--- config.mk ---
export PLATFORM = sky130hd
export DESIGN_NAME = music_seq_ctrl
export DESIGN_NICKNAME = d
export VERILOG_FILES = /design/src/rtl/music_seq_ctrl.sv
export SDC_FILE = /design/constraint.sdc
export NUM_CORES = 1
export LEC_CHECK = 0
export CORE_UTILIZATION = 30
export CTS_BUF_LIST = sky130_fd_sc_hd__clkbuf_4 sky130_fd_sc_hd__clkbuf_8
export CTS_CLUSTER_DIAMETER = 50
export DETAILED_ROUTE_END_ITERATION = 7
export PLACE_DENSITY = 0.51
export SLEW_MARGIN = 20
export SYNTH_ARGS = -nofsm -noshare
export SYNTH_HDL_FRONTEND = slang
export SYNTH_SLANG_ARGS = --single-unit
--- constraint.sdc ---
create_clock -name clk -period 3.75 [get_ports clk]
set_input_delay 0.375 -clock clk [delete_from_list [all_inputs] [get_ports clk]]
set_output_delay 0.375 -clock clk [all_outputs]
set_load 0.005 [all_outputs]
--- src/rtl/music_seq_ctrl.sv ---
// Song playback controller: quarter-beat timebase, 4-song select, STOP/PLAY/PAUSE FSM.
// Optional tempo control (tempo_up/tempo_down/tempo_lvl) is built when TEMPO_ADJ_EN is defined.
module music_seq_ctrl #(
  parameter int CLK_FREQ  = 100000000,
  parameter int BEAT_HZ   = 8,
  parameter int SONG0_LEN = 216,
  parameter int SONG1_LEN = 216,
  parameter int SONG2_LEN = 216,
  parameter int SONG3_LEN = 216
) (
  input  logic       clk,
  input  logic       rst,
  input  logic       play_pause,
  input  logic       stop,
  input  logic       next,
  input  logic       prev,
  input  logic       loop_en,
`ifdef TEMPO_ADJ_EN
  input  logic       tempo_up,
  input  logic       tempo_down,
  output logic [1:0] tempo_lvl,
`endif
  output logic [7:0] beat_num,
  output logic [1:0] song_sel,
  output logic       mute,
  output logic       playing,
  output logic       song_done
);

  localparam int DIV = CLK_FREQ / BEAT_HZ;
  // Sized for the slowest tempo level (2*DIV) even when tempo control is absent.
  localparam int CW  = $clog2(2 * DIV + 1);

  typedef enum logic [1:0] {
    ST_STOP  = 2'd0,
    ST_PLAY  = 2'd1,
    ST_PAUSE = 2'd2
  } state_t;

  state_t        state;
  logic [CW-1:0] div_cnt;
  logic [CW-1:0] div_last;
  logic [7:0]    last_beat;

  always_comb begin
    last_beat = 8'(SONG0_LEN - 1);
    case (song_sel)
      2'd1:    last_beat = 8'(SONG1_LEN - 1);
      2'd2:    last_beat = 8'(SONG2_LEN - 1);
      2'd3:    last_beat = 8'(SONG3_LEN - 1);
      default: last_beat = 8'(SONG0_LEN - 1);
    endcase
  end

  always_comb begin
    div_last = CW'(DIV - 1);
`ifdef TEMPO_ADJ_EN
    case (tempo_lvl)
      2'd0:    div_last = CW'(2 * DIV - 1);
      2'd2:    div_last = CW'(DIV / 2 - 1);
      default: div_last = CW'(DIV - 1);
    endcase
`endif
  end

  // Button pulses take precedence over the divider, so a coincident tick is dropped.
  always_ff @(posedge clk) begin
    song_done <= 1'b0;
    if (rst) begin
      state    <= ST_STOP;
      div_cnt  <= '0;
      beat_num <= 8'd0;
      song_sel <= 2'd0;
      mute     <= 1'b1;
      playing  <= 1'b0;
`ifdef TEMPO_ADJ_EN
      tempo_lvl <= 2'd1;
`endif
    end else if (stop) begin
      state    <= ST_STOP;
      div_cnt  <= '0;
      beat_num <= 8'd0;
      mute     <= 1'b1;
      playing  <= 1'b0;
    end else if (next || prev) begin
      song_sel <= next ? song_sel + 2'd1 : song_sel - 2'd1;
      div_cnt  <= '0;
      beat_num <= 8'd0;
    end else if (play_pause) begin
      if (state == ST_PLAY) begin
        state   <= ST_PAUSE;
        mute    <= 1'b1;
        playing <= 1'b0;
      end else begin
        if (state == ST_STOP) begin
          div_cnt  <= '0;
          beat_num <= 8'd0;
        end
        state   <= ST_PLAY;
        mute    <= 1'b0;
        playing <= 1'b1;
      end
`ifdef TEMPO_ADJ_EN
    end else if (tempo_up && tempo_lvl != 2'd2) begin
      tempo_lvl <= tempo_lvl + 2'd1;
      div_cnt   <= '0;
    end else if (!tempo_up && tempo_down && tempo_lvl != 2'd0) begin
      tempo_lvl <= tempo_lvl - 2'd1;
      div_cnt   <= '0;
`endif
    end else if (state == ST_PLAY) begin
      if (div_cnt == div_last) begin
        div_cnt <= '0;
        if (beat_num == last_beat) begin
          beat_num <= 8'd0;
          if (!loop_en) begin
            state     <= ST_STOP;
            mute      <= 1'b1;
            playing   <= 1'b0;
            song_done <= 1'b1;
          end
        end else begin
          beat_num <= beat_num + 8'd1;
        end
      end else begin
        div_cnt <= div_cnt + CW'(1);
      end
    end
  end

endmodule

* Yosys cells after proc, flatten, opt, wreduce, memory -nomap -nowiden
Cells that the tools add are included.
Word-level totals: output and inout bits 13, word-level logic and storage cells 65, input port bits 7, flip-flop bits (word level) 40
Cells by class: eq/ne operators 5, reductions and logical operators 13, multiplexer cells 31, add/subtract/negate cells 4, bitwise operators 5
Operators with widths (number):
- 25-bit two-way mux | 5
- 8-bit two-way mux | 6
- 25-bit by 1-bit adder with 25-bit output, second input constant | 1
- 25-bit by 24-bit equality test with 1-bit output, second input constant | 1
- 2-bit two-way mux | 7
- 1-bit two-way mux | 13
- 8-bit by 1-bit adder with 8-bit output, second input constant | 1
- 8-bit equality test, second input constant | 1
- 2-bit nonzero test | 4
- 7-bit OR reduction | 1
- 1-bit NOT | 5
- 5-bit AND reduction | 1
- 2-bit != test, second input constant | 2
- 4-bit AND reduction | 1
- 3-bit AND reduction | 1
- 3-bit OR reduction | 1
- 2-bit by 1-bit adder with 2-bit output, second input constant | 1
- 2-bit by 1-bit equality test with 1-bit output, second input constant | 1
- 2-bit zero test | 1
- 2-bit AND reduction | 1
- 2-bit OR reduction | 1
- 2-bit by 1-bit subtractor with 2-bit output, second input constant | 1
- 1-bit logical OR | 1

* Logic depth before layout (Yosys ltp)
word-level depth 5, mapped depth 8, gate-level depth less buffers 6

* Worst setup path before layout
No wires, ideal clock.
path kind register to register, from reg div_cnt[0], to reg div_cnt[12], arrival 1.816 ns, clock period less this slack 1.938 ns, library setup time 0.122 ns, required time 3.628 ns, setup slack 1.812 ns, path buffers 0, stages on the path, launching flop included 7, cells stage by stage dfxtp_1 -> ha_1 -> nand3_1 -> nor4_1 -> and3_1 -> xnor2_1 -> nor2_1
Between the ends: word-level cells in the longest chain between the ends 4, elaborated cells between the ends (all ways) 5, classes of those cells add/sub (1); eq/ne (1); mux (3)
Ends and longest elaborated chain:
- start: declaration | line 41 | logic [CW-1:0] div_cnt;
- start signal: assignment | line 126 | div_cnt <= div_cnt + CW'(1);
- 25-bit by 1-bit adder with 25-bit output / 25-bit by 24-bit equality test with 1-bit output (equally long branches) | line 126, 112
- 25-bit two-way mux * | line 112 | if (div_cnt == div_last) begin
- 25-bit two-way mux * | line 111 | end else if (state == ST_PLAY) begin
- 25-bit two-way mux * | line 89 | end else if (play_pause) begin
Every way passes the cells marked *; elsewhere a longest branch is shown, timed or not. The select of a mux whose other input is x is not followed. A chain may end at the register's enable or synchronous reset.

* Worst setup path in the final report
from reg div_cnt[4], to reg beat_num[3]
Between the ends: word-level cells in the longest chain between the ends 3
Ends and longest elaborated chain:
- 25-bit by 24-bit equality test with 1-bit output | line 112
- 2-bit nonzero test (no source line)
- 4-bit AND reduction (no source line)
- end signal: assignment | line 123 | beat_num <= beat_num + 8'd1;
- end: declaration | line 23 | output logic [7:0] beat_num,
No other way between the ends.

==> results.ini <==
[run_status]
outcome=complete, no violations

[critical_path]
path_cells=or4b_4, nor4_4, a22oi_2, or4_1, a21oi_1
required_ns=3.98
path_delay_family=simple AND/OR/NAND/NOR gates
startpoint_type=flop
path_max_fanout=11
critPathArrivalTime_ns=2.57
criticalPathCategory=flop to flop
r2r_setup_slack_ns=1.41
crit_path_end_kind=flop
cp_slowest_cell=or4_1
crit_buf_inv=0
crit_path_max_incr_delay_ns=0.54

[logic_synthesis]
yosys.area.top_type=dfxtp_1
synth.most_common_cell=dfxtp_1
synth_commonest_cells=dfxtp_1 (39), nor2_1 (33), nand2_1 (22)
ys_ff_latch=39
syn_area_per_cell_um2=8.287
synth-edff-count=0
syn_nets=264
synth_top_area_share_pct=36.94
synthTopCellsByArea=dfxtp_1 (37%), nor2_1 (5.9%), xor2_1 (5.4%)
yosysWarnings=0
ys_seq_area_share_pct=36.94
syn_inst=255
async_flop_share_pct=0
netlist_area_um2=2113
synth_ff_type=dfxtp_1
synth_cell_types=50

[route]
drt-initial-drc-count=74
antenna_left=0
wl_per_cell_um=13.53
routed.top_layer=met4
drtPass1Iterations=4
wl_met3_um=228
vias_per_cell=5.155
drt_wl_total_mm=5.046
wl_met2_mm=2.301
wl_met1_mm=2.457
route.vias.total=1923
drcViolationCount=0

[pwr]
leakagePower_nw=0.7854
vdd_drop_max_mv=0.1974
p_total_uw=788.9
powerDensity_nw_per_um2=314.3

[sta]
setup_tns_ns=0
setup_viol=0
rsz0062_at_grt=false
max_slew_margin_pct=46.08
worst_pin_slew_ns=0.8076
hold_viol=0
max_freq_mhz=427.9
fin_ws_ns=1.413
fin_crit_sh_pct=62.33
drv_slew=0
skew_ns=0.006471
finalCriticalPeriod_ns=2.337

[place]
hpwl_mm=3.619
preCtsSetupSlack_ns=0.9929
place.gp.congestion=0.7962
io_buffer_count=19
placed_area_um2=2400

[floorplan]
die-height_um=85.93
initial_utilization_pct=31.10
pin_count=20
die_area_um2=7384
num_rows=30
core_um2=6794
die_w_um=85.93

[cells_and_area]
design_area_um2=2510
utilization_pct=36.94
fin_nets=285
synthToLayoutAreaGrowth_pct=18.77
n_antenna_cell=0
drive_gt1_share_pct=9.386

[clock_network]
cts_resized=0
cts_root_buf=clkbuf_8
htreeDepth=2
cts_inserted_buffers=5
clock_latency_ns=0.29
cts.sinks=39
cts_tree=done
clock_path_buffers=2
holdBufCountCts=0
clk_pin_slew_ns=0.08
cts_setup_buffers=0

[grt]
overflow=0
grtUsageTotal_pct=14.66
grt_pass1_wl_mm=8.507
grt_pass1_vias=1747
grt_start_max_net_pins=23
antenna_found_initial=0

[flow_run]
drv_cap=0

[worst_hold_path]
hp-class=flop to flop

flip-flops by register name (all words and copies together), names as in the netlist:
| signal | flops |
|---|---|
| song_sel | 2 |
| state | 2 |
| song_done | 1 |
| div_cnt | 25 |
| mute | 1 |
| beat_num | 8 |
power by group:
| part | switching, mW | total (mW) | internal (mW) |
|---|---|---|---|
| Sequential | 0.00319 | 0.419 | 0.416 |
| Clock | 0.148 | 0.324 | 0.175 |
| Combinational | 0.0256 | 0.0459 | 0.0202 |
| Total | 0.177 | 0.789 | 0.612 |
layer usage:
layer	vias up	GRT usage [%]
met5	-	0
li1	986	-
met2	40	23.09
met4	0	4.697
met1	890	19.32
met3	7	4.139
cell type report:
type                       instances  area [µm²]
fill                             709        4284
sequential                        39       780.7
tap                               96       120.1
multi-input combinational        201        1266
timing repair buffer              22       212.7
clock buffer                       8       103.9
inverter                           7       26.28
cell families after synthesis:
logic type,Yosys count,share of synthesized area (%)
buffers and inverters,15,3.434
AOI/OAI and AO/OA,53,17.35
xor gates and xnor gates,21,8.704
DFF,39,36.94
adders and majority gates,2,1.184
and+or+nand+nor,125,32.39
worst paths after layout:
kind	start	end	depth (start not counted)
worst min-delay path	div_cnt[21]	div_cnt[21]	1
worst max register to register	div_cnt[4]	beat_num[3]	5
worst min register to register	div_cnt[21]	div_cnt[21]	1
worst max-delay path	div_cnt[4]	beat_num[3]	5
worst reg2reg max path: stages, from the launching register on:
cell and delay [ns]:
dfxtp_1 0.44, or4b_4 0.51, nor4_4 0.37, a22oi_2 0.28, or4_1 0.54, a21oi_1 0.15
cells in the final DEF, fill, tap and decap left out, types with 3 or more instances in the layout:
master and n:
dfxtp_1 39, nor2_1 33, nand2_1 22, clkdlybuf4s50_1 19, nand3_1 16, nand4_1 13
xor2_1 13, a21oi_1 12, a31oi_1 9, xnor2_1 8, o21ai_0 8, inv_1 7
nor3_1 7, clkbuf_8 7, or3_1 5, or4_1 4, and3_1 4, nor4_1 4
o31ai_1 4, nor4_2 3, buf_4 3
through the flow:
| step | std cells | hold WS, ns |
|---|---|---|
| final | 373 | 0.5154 |
| after global routing | 373 | 0.5399 |
| after CTS | 373 | 0.5174 |
| after detailed placement | 365 | 0.4983 |
| after global placement | 365 | 0.4896 |
| after floorplan | 255 | 0.4441 |
Power figures use the tool's default switching activity.
